===== config.mk =====
export PLATFORM = sky130hd
export DESIGN_NAME = rp_acq_wctrl
export DESIGN_NICKNAME = d
export VERILOG_FILES = /design/src/rtl/rp_acq_wctrl.sv
export SDC_FILE = /design/constraint.sdc
export NUM_CORES = 1
export LEC_CHECK = 0
export CORE_MARGIN = 2
export CORE_UTILIZATION = 67
export DETAILED_ROUTE_END_ITERATION = 10
export DONT_BUFFER_PORTS = 1
export PLACE_DENSITY = 0.88
export REMOVE_ABC_BUFFERS = 1
export SYNTH_ARGS = -nofsm -noshare
export SYNTH_HDL_FRONTEND = slang
export SYNTH_SLANG_ARGS = --single-unit

===== constraint.sdc =====
create_clock -name adc_clk_i -period 5.1 [get_ports adc_clk_i]
set_input_delay 1.02 -clock adc_clk_i [delete_from_list [all_inputs] [get_ports adc_clk_i]]
set_output_delay 1.02 -clock adc_clk_i [all_outputs]
set_load 0.03 [all_outputs]

===== src/rtl/rp_acq_wctrl.sv =====
// Acquisition write controller: arm/trigger/post-trigger FSM driving BRAM writes.
// Optional macro RP_ACQ_PREFILL_EN gates trigger acceptance on a pre-trigger sample count.
module rp_acq_wctrl #(
  parameter int unsigned DW  = 14,
  parameter int unsigned RSZ = 14
) (
  input  logic           adc_clk_i,
  input  logic           adc_rstn_i,
  input  logic [DW-1:0]  adc_dat_i,
  input  logic           adc_val_i,
  input  logic           arm_i,
  input  logic           abort_i,
  input  logic           trig_i,
  input  logic [31:0]    dly_i,
  input  logic [RSZ-1:0] pre_i,
  output logic [RSZ-1:0] bram_wp_o,
  output logic [DW-1:0]  bram_dat_o,
  output logic           bram_val_o,
  output logic           bram_we_o,
  output logic [RSZ-1:0] trig_wp_o,
  output logic           armed_o,
  output logic           trigd_o,
  output logic           done_o
);

  localparam logic [1:0] ST_IDLE  = 2'd0;
  localparam logic [1:0] ST_ARMED = 2'd1;
  localparam logic [1:0] ST_TRIGD = 2'd2;
  localparam logic [1:0] ST_DONE  = 2'd3;

  logic [1:0]     state, state_n;
  logic [RSZ-1:0] wp;
  logic [31:0]    post_cnt;
  logic           wr_st, arm_go, pre_ok, trig_acc, trig_take;

  assign wr_st     = (state == ST_ARMED) || (state == ST_TRIGD);
  assign arm_go    = arm_i && !abort_i && ((state == ST_IDLE) || (state == ST_DONE));
  assign trig_acc  = trig_i && (state == ST_ARMED) && pre_ok;
  assign trig_take = trig_acc && !abort_i;

`ifdef RP_ACQ_PREFILL_EN
  logic [RSZ-1:0] pre_cnt;

  // Saturates at pre_i so a later trigger is accepted without further counting.
  always_ff @(posedge adc_clk_i or negedge adc_rstn_i) begin
    if (!adc_rstn_i)
      pre_cnt <= '0;
    else if (arm_go)
      pre_cnt <= '0;
    else if ((state == ST_ARMED) && adc_val_i && (pre_cnt < pre_i))
      pre_cnt <= pre_cnt + 1'b1;
  end

  assign pre_ok = (pre_cnt >= pre_i);
`else
  logic unused_pre;
  assign unused_pre = ^pre_i;
  assign pre_ok     = 1'b1;
`endif

  always_comb begin
    state_n = state;
    if (abort_i) begin
      state_n = ST_IDLE;
    end else begin
      case (state)
        ST_IDLE, ST_DONE: if (arm_i) state_n = ST_ARMED;
        ST_ARMED:         if (trig_acc) state_n = (dly_i == 32'd0) ? ST_DONE : ST_TRIGD;
        ST_TRIGD:         if (adc_val_i && (post_cnt == 32'd1)) state_n = ST_DONE;
        default:          state_n = ST_IDLE;
      endcase
    end
  end

  always_ff @(posedge adc_clk_i or negedge adc_rstn_i) begin
    if (!adc_rstn_i) begin
      state      <= ST_IDLE;
      wp         <= '0;
      post_cnt   <= '0;
      trig_wp_o  <= '0;
      bram_wp_o  <= '0;
      bram_dat_o <= '0;
      bram_val_o <= 1'b0;
      bram_we_o  <= 1'b0;
      armed_o    <= 1'b0;
      trigd_o    <= 1'b0;
      done_o     <= 1'b0;
    end else begin
      state <= state_n;
      if (wr_st && adc_val_i)
        wp <= wp + 1'b1;
      if (trig_take) begin
        trig_wp_o <= wp;
        post_cnt  <= dly_i;
      end else if ((state == ST_TRIGD) && adc_val_i) begin
        post_cnt  <= post_cnt - 32'd1;
      end
      bram_wp_o  <= wp;
      bram_dat_o <= adc_dat_i;
      bram_val_o <= adc_val_i;
      bram_we_o  <= wr_st;
      armed_o    <= (state_n == ST_ARMED);
      trigd_o    <= (state_n == ST_TRIGD);
      done_o     <= (state_n == ST_DONE);
    end
  end

endmodule


==> results of run 1 <==
flip-flops by register name, summed over array words and instances (netlist names):
register	flops
armed_o	1
bram_dat_o	14
bram_val_o	1
bram_we_o	1
bram_wp_o	14
done_o	1
post_cnt	32
state	2
trig_wp_o	14
trigd_o	1
wp	14
path summary, 6_finish.rpt:
check	start	endpoint	slack, ns	cells past startpoint
setup / recovery	state[0]$_DFF_PN0_	post_cnt[19]$_DFFE_PN0P_	2.41	7
hold / removal	adc_rstn_i	done_o$_DFF_PN0_	0.34	0
setup reg to reg	state[0]$_DFF_PN0_	post_cnt[19]$_DFFE_PN0P_	2.41	7
hold reg to reg	wp[13]$_DFFE_PN0P_	bram_wp_o[13]$_DFF_PN0_	0.42	0
max in group asynchronous	adc_rstn_i	post_cnt[14]$_DFFE_PN0P_	4.61	0
min in group adc_clk_i	wp[13]$_DFFE_PN0P_	bram_wp_o[13]$_DFF_PN0_	0.42	0
synthesized netlist by cell type (2+ instances only):
cell / count / share of area (%)
or3_1: 4 / 0.62
dfrtp_1: 95 / 59
nand2_1: 16 / 1.5
o21ai_0: 5 / 0.62
nand3b_1: 4 / 0.75
nor4_1: 14 / 2.2
clkbuf_1: 5 / 0.47
and3_1: 5 / 0.78
xor2_1: 20 / 4.4
ha_1: 5 / 1.6
buf_1: 3 / 0.28
or4_1: 5 / 0.93
nand3_1: 10 / 1.2
a221oi_1: 2 / 0.44
a21oi_1: 27 / 3.4
o31ai_1: 3 / 0.56
mux2_2: 16 / 4.5
xnor2_1: 19 / 4.1
nor3_1: 3 / 0.37
nand4_1: 9 / 1.4
nand4b_1: 4 / 0.87
inv_1: 6 / 0.56
nor2_1: 51 / 4.8
a31oi_1: 5 / 0.78
worst max-delay path: stages (launching register included):
cell,delay (ns)
dfrtp_1,0.41
inv_1,0.07
ha_1,0.27
or4bb_1,0.64
nor3_4,0.44
nand4b_4,0.19
or4_1,0.43
a31oi_1,0.17
metal layers:
metal	vias to the layer above	share of wire, %	track usage, %
li1	1241	-	-
met1	1294	38	28.95
met2	94	52	41.07
met3	15	7.9	8.681
met4	0	1.8	9.492
met5	-	0	0
stage by stage:
stage	total power [mW]	instance area [µm²]	hold WS (ns)	setup WS, ns	std cells
floorplan	1.381	3983	0.3895	1.795	341
global placement	1.434	4084	0.4062	2.313	417
detailed placement	1.465	4084	0.4029	2.291	417
CTS	1.942	4284	0.3221	2.431	433
global route	2.035	4284	0.3115	2.268	433
finish	1.929	4284	0.3407	2.409	433
report_power, final:
part | total (mW) | leakage, nW | switching (mW) | internal (mW)
Clock | 0.477 | 0.102 | 0.274 | 0.203
Sequential | 1.18 | 1.18 | 0.259 | 0.918
Combinational | 0.275 | 0.558 | 0.126 | 0.149
area by class of cell:
class / count / area, µm² / share of cell area (%)
Clock buffer: 10 / 137.6 / 3.213
Clock inverter: 6 / 62.56 / 1.460
Inverter: 6 / 22.52 / 0.5257
Multi-Input combinational cell: 240 / 1583 / 36.95
Sequential cell: 95 / 2377 / 55.49
Tap cell: 75 / 93.84 / 2.190
Timing Repair Buffer: 1 / 7.507 / 0.1752
logic make-up (layout without fill, tap and decap cells):
kind of cell / after synthesis / count (layout)
and+or+nand+nor: 135 / 135
muxes: 16 / 16
DFF: 95 / 95
buffers and inverters: 15 / 23
xor gates and xnor gates: 39 / 39
adders and majority gates: 5 / 5
AOI/OAI and AO/OA: 45 / 45
==> results.ini, run 1 <==
[worst_hold_path]
hold_path_class=in2async

[clocking]
worstSkewPairLatency_ns=0.36
clk_pin_slew_worst_paths_ns=0.09
postCtsSetupBuffers=0
clock_tree.buffer_depth=2
cts_tree=yes
cts_buffers=9
ctsResizeCount=0
clock-sinks=95
h-tree-depth=3
cts-root-buf=clkbuf_8
holdBufCountCts=0

[layout]
diodes=0
layout_commonest_cell=dfrtp_1
final_nets=424
n_fill_cell=407
area_growth_pct=6.468
layout-drive-gt1-share_pct=10.89
final_cell_mix=dfrtp_1 (95), nor2_1 (51), a21oi_1 (27), xor2_1 (20), xnor2_1 (19)
final_util_pct=73.23

[routing]
wl_per_cell_um=17.57
via_per_inst=6.106
vias=2644
wl_mm=7.609
drt_iter0_markers=182
route.detailed.drc=0
ant_nets=0
first_pass_iters=4

[synth]
synth-seq-cells=95
synth_xor_area_share_pct=8.489
synth_edf_count=0
synth.area.mux_share_pct=4.478
yosysSeqAreaShare_pct=59.08
yosys.area_share.adder_pct=1.555
synth_compound_area_share_pct=6.312
synth_area_mm2=0.004024
yosys.area_share.simple_pct=18.50
synth_flop_cell=dfrtp_1
yosysWarningCount=0
synth_top_family_by_area=simple AND/OR/NAND/NOR gates
synth.avg_cell_area_um2=11.50
synthCells=350
ys_types=38
async_reset_ff_share_pct=100.0

[die]
dieArea_mm2=0.006641
rows=28
fp.coreArea_mm2=0.005851
io_pins=113
fp.dieH_um=81.50
start_util_pct=68.78
die_x_um=81.50

[worst_setup_path]
arrival_ns=2.98
start_kind=flip-flop
cp.required_ns=5.39
cp-end-kind=flip-flop
cp_max_fo=9
path_class=reg2reg

[timing]
fin_setup_tns_ns=0
finalCritPeriodShare_pct=52.76
worst_pin_slew_ns=0.7738
relSlewSlack_pct=48.42
grt_setup_unrepaired=false
hold_viol_final=0
setup_viol=0
period_minus_slack_ns=2.691
drv_slew=0
fmax_ghz=0.3716
finClkSkew_ns=0.008337

[status]
outcome=finished clean

[placement]
hpwl_mm=5.358
portBuffers=0
globalplace.congestion=0.8094

[grt]
grt_pass1_wl_mm=11.96
grt_use_total_pct=24.48
grt_max_degree=96
grt_remaining_overflow=0
antenna_found_initial=0
grt_pass1_vias=2674

[power_and_ir_drop]
leakage_nw=1.837
vdd_drop_max_mv=0.3054
power.density_mw_per_mm2=450.3

[flow_run]
cap_viol_max_count=0

No activity file was read; power rests on OpenSTA's default activity.
==> inputs of run 2 (changes only) <==
CORE_UTILIZATION = 62   (was 67)
PLACE_DENSITY = 0.83   (was 0.88)
clock period = 2.6 ns   (was 5.1 ns; I/O delays follow)
==> results.ini, run 2 (same netlist as run 1, synthesis figures left out) <==
[timing]
period_minus_slack_ns=2.352  ; -0.3391 ns
setup_slack_ns=0.2483  ; -2.161 ns
setup_viol=0  ; unchanged
fmax_ghz=0.4252  ; +14%
finClkSkew_ns=0.01021  ; +0.001874 ns
hold_viol_final=95  ; +95
fin_setup_tns_ns=0  ; unchanged
finalCritPeriodShare_pct=90.45  ; +38 points
drv_slew=0  ; unchanged
worst_pin_slew_ns=0.5691  ; -0.2047 ns
grt_setup_unrepaired=false
whs_ns=-0.1596  ; -0.5003 ns
relSlewSlack_pct=62.06  ; +14 points

[placement]
hpwl_mm=5.260  ; -1.8%
portBuffers=0  ; unchanged
dpl_cell_area_mm2=0.004144  ; +1.5%
place_ws_ns=0.2685  ; -2.022 ns
dp_cells=425  ; +1.9%
globalplace.congestion=0.7596  ; -6.2%

[die]
fp.dieH_um=84.56  ; +3.8%
dieArea_mm2=0.007150  ; +7.7%
io_pins=113  ; unchanged
die_x_um=84.56  ; +3.8%
fp.coreArea_mm2=0.006314  ; +7.9%
rows=29  ; +3.6%
start_util_pct=63.73  ; -5.0 points

[power_and_ir_drop]
seq_power_share_pct=61.3  ; +0.3 points
combinationalPowerShare_pct=14.5  ; +0.2 points
pwr-share-clk_pct=24.3  ; -0.4 points
power.density_mw_per_mm2=868.1  ; +93%
internal_power_mw=2.469  ; +94%
vdd_drop_max_mv=0.5537  ; +81%
leakage_nw=1.869  ; +1.7%
p_sw_share_pct=34.42  ; +0.24 points
switching_power_mw=1.296  ; +96%
finalPower_mw=3.765  ; +95%

[clocking]
clock_tree.buffer_depth=2  ; unchanged
clk_pin_slew_worst_paths_ns=0.10  ; about the same
clock-sinks=95  ; unchanged
cts_tree=yes
postCtsSetupBuffers=0  ; unchanged
h-tree-depth=3  ; unchanged
worstSkewPairLatency_ns=0.36  ; about the same
cts-root-buf=clkbuf_8
ctsResizeCount=0  ; unchanged
cts_buffers=9  ; unchanged

[worst_hold_path]
hold_path_class=in2async

[layout]
diodes=0  ; unchanged
final_cell_mix=dfrtp_1 (95), nor2_1 (51), a21oi_1 (27), xor2_1 (20), xnor2_1 (19)
final_util_pct=68.69  ; -4.5 points
design_area_mm2=0.004337  ; +1.2%
area_growth_pct=7.774
final_nets=430  ; +1.4%
layout_commonest_cell=dfrtp_1
finalNonFillerCells=441  ; +1.8%
largest_register_ffs=32  ; unchanged
largest-register=post_cnt
layout-drive-gt1-share_pct=12.36  ; +1.5 points

[status]
outcome=complete, but fails checks
violations=hold timing

[routing]
wl_mm=7.551  ; -0.76%
via_per_inst=5.982  ; -2.0%
drt_iter0_markers=156  ; -14%
ant_nets=0  ; unchanged
vias=2638  ; -0.23%
first_pass_iters=4  ; unchanged
route.detailed.drc=0  ; unchanged
wl_per_cell_um=17.12  ; -2.6%

[grt]
grt_use_total_pct=21.77  ; -2.7 points
grtUsageMet2_pct=35.93  ; -5.1 points
antenna_found_initial=0  ; unchanged
top_usage_layer=met2
grt_max_degree=96  ; unchanged
met1_usage_pct=26.42  ; -2.5 points
grt_remaining_overflow=0  ; unchanged
met3_usage_pct=8.161  ; -0.52 points
grt_pass1_wl_mm=12.32  ; +3.1%
grt_pass1_vias=2638  ; -1.3%

[flow_run]
cap_viol_max_count=0  ; unchanged

[worst_setup_path]
arrival_ns=2.63  ; -0.35 ns
cp.required_ns=2.88  ; -2.51 ns
path_class=reg2reg
cp-end-kind=flip-flop
cp_max_fo=5  ; -4
start_kind=flip-flop

==> run 2: cell types whose count changed in the layout (fill, tap and decap cells not counted), sizes merged <==
| cell | delta |
|---|---|
| clkbuf | -1 |
| clkinvlp | +1 |
| inv | -1 |
| clkinv | +1 |
| buf | +6 |
==> run 2: per-layer routing <==
| metal | vias up | wire length [µm] |
|---|---|---|
| li1 | 1250 | - |
| met1 | 1281 | 3091 |
| met2 | 96 | 3748 |
| met3 | 11 | 619 |
| met4 | 0 | 91 |
| met5 | - | 0 |
==> run 2: cell type report <==
type / count / area (µm²)
multi-input combinational: 240 / 1583
inverter: 6 / 22.52
clock buffer: 9 / 123.9
clock inverter: 7 / 68.82
sequential: 95 / 2377
fill: 483 / 1977
tap: 77 / 96.34
timing repair buffer: 7 / 65.06
==> run 2: power by group through the flow <==
stage          clock network (mW)  logic [mW]  registers [mW]
2_1_floorplan                   0       0.459            2.25
3_3_place_gp                    0       0.513            2.31
3_5_place_dp                    0       0.544            2.33
4_1_cts                     0.942       0.549            2.31
5_1_grt                     0.991       0.611            2.35
6_report                    0.914       0.544            2.31
==> run 2: final timing paths <==
check / slack, ns / from / endpoint / cells after the start
hold reg to reg: 0.44 / wp[13]$_DFFE_PN0P_ / bram_wp_o[13]$_DFF_PN0_ / 0
hold / removal: -0.16 / adc_rstn_i / post_cnt[29]$_DFFE_PN0P_ / 0
max in group asynchronous: 2.60 / adc_rstn_i / post_cnt[3]$_DFFE_PN0P_ / 0
min in group adc_clk_i: 0.18 / adc_dat_i[3] / bram_dat_o[3]$_DFF_PN0_ / 0
setup reg to reg: 0.25 / state[0]$_DFF_PN0_ / post_cnt[19]$_DFFE_PN0P_ / 7
setup / recovery: 0.25 / state[0]$_DFF_PN0_ / post_cnt[19]$_DFFE_PN0P_ / 7
==> run 2: worst max-delay path, cell delays in order (launching register included) <==
cell      delay [ns]
dfrtp_1         0.41
inv_1           0.07
ha_1            0.17
or4bb_1         0.56
nor3_4          0.30
nand4b_4        0.17
or4_1           0.43
a31oi_1         0.18
==> inputs of run 3 (changes only) <==
==> constraint.sdc (replaced) <==
create_clock -name adc_clk_i -period 2.6 [get_ports adc_clk_i]
set_input_delay 0.52 -clock adc_clk_i [delete_from_list [all_inputs] [get_ports adc_clk_i]]
set_output_delay 0.52 -clock adc_clk_i [all_outputs]
set_load 0.005 [all_outputs]
==> results of run 3 <==
Same layout as run 2 (identical final DEF). Status: complete, but fails checks: hold timing.
Among the figures that moved: total power 3.765 mW -> 3.595 mW; worst IR drop on VDD 0.5537 mV -> 0.5297 mV
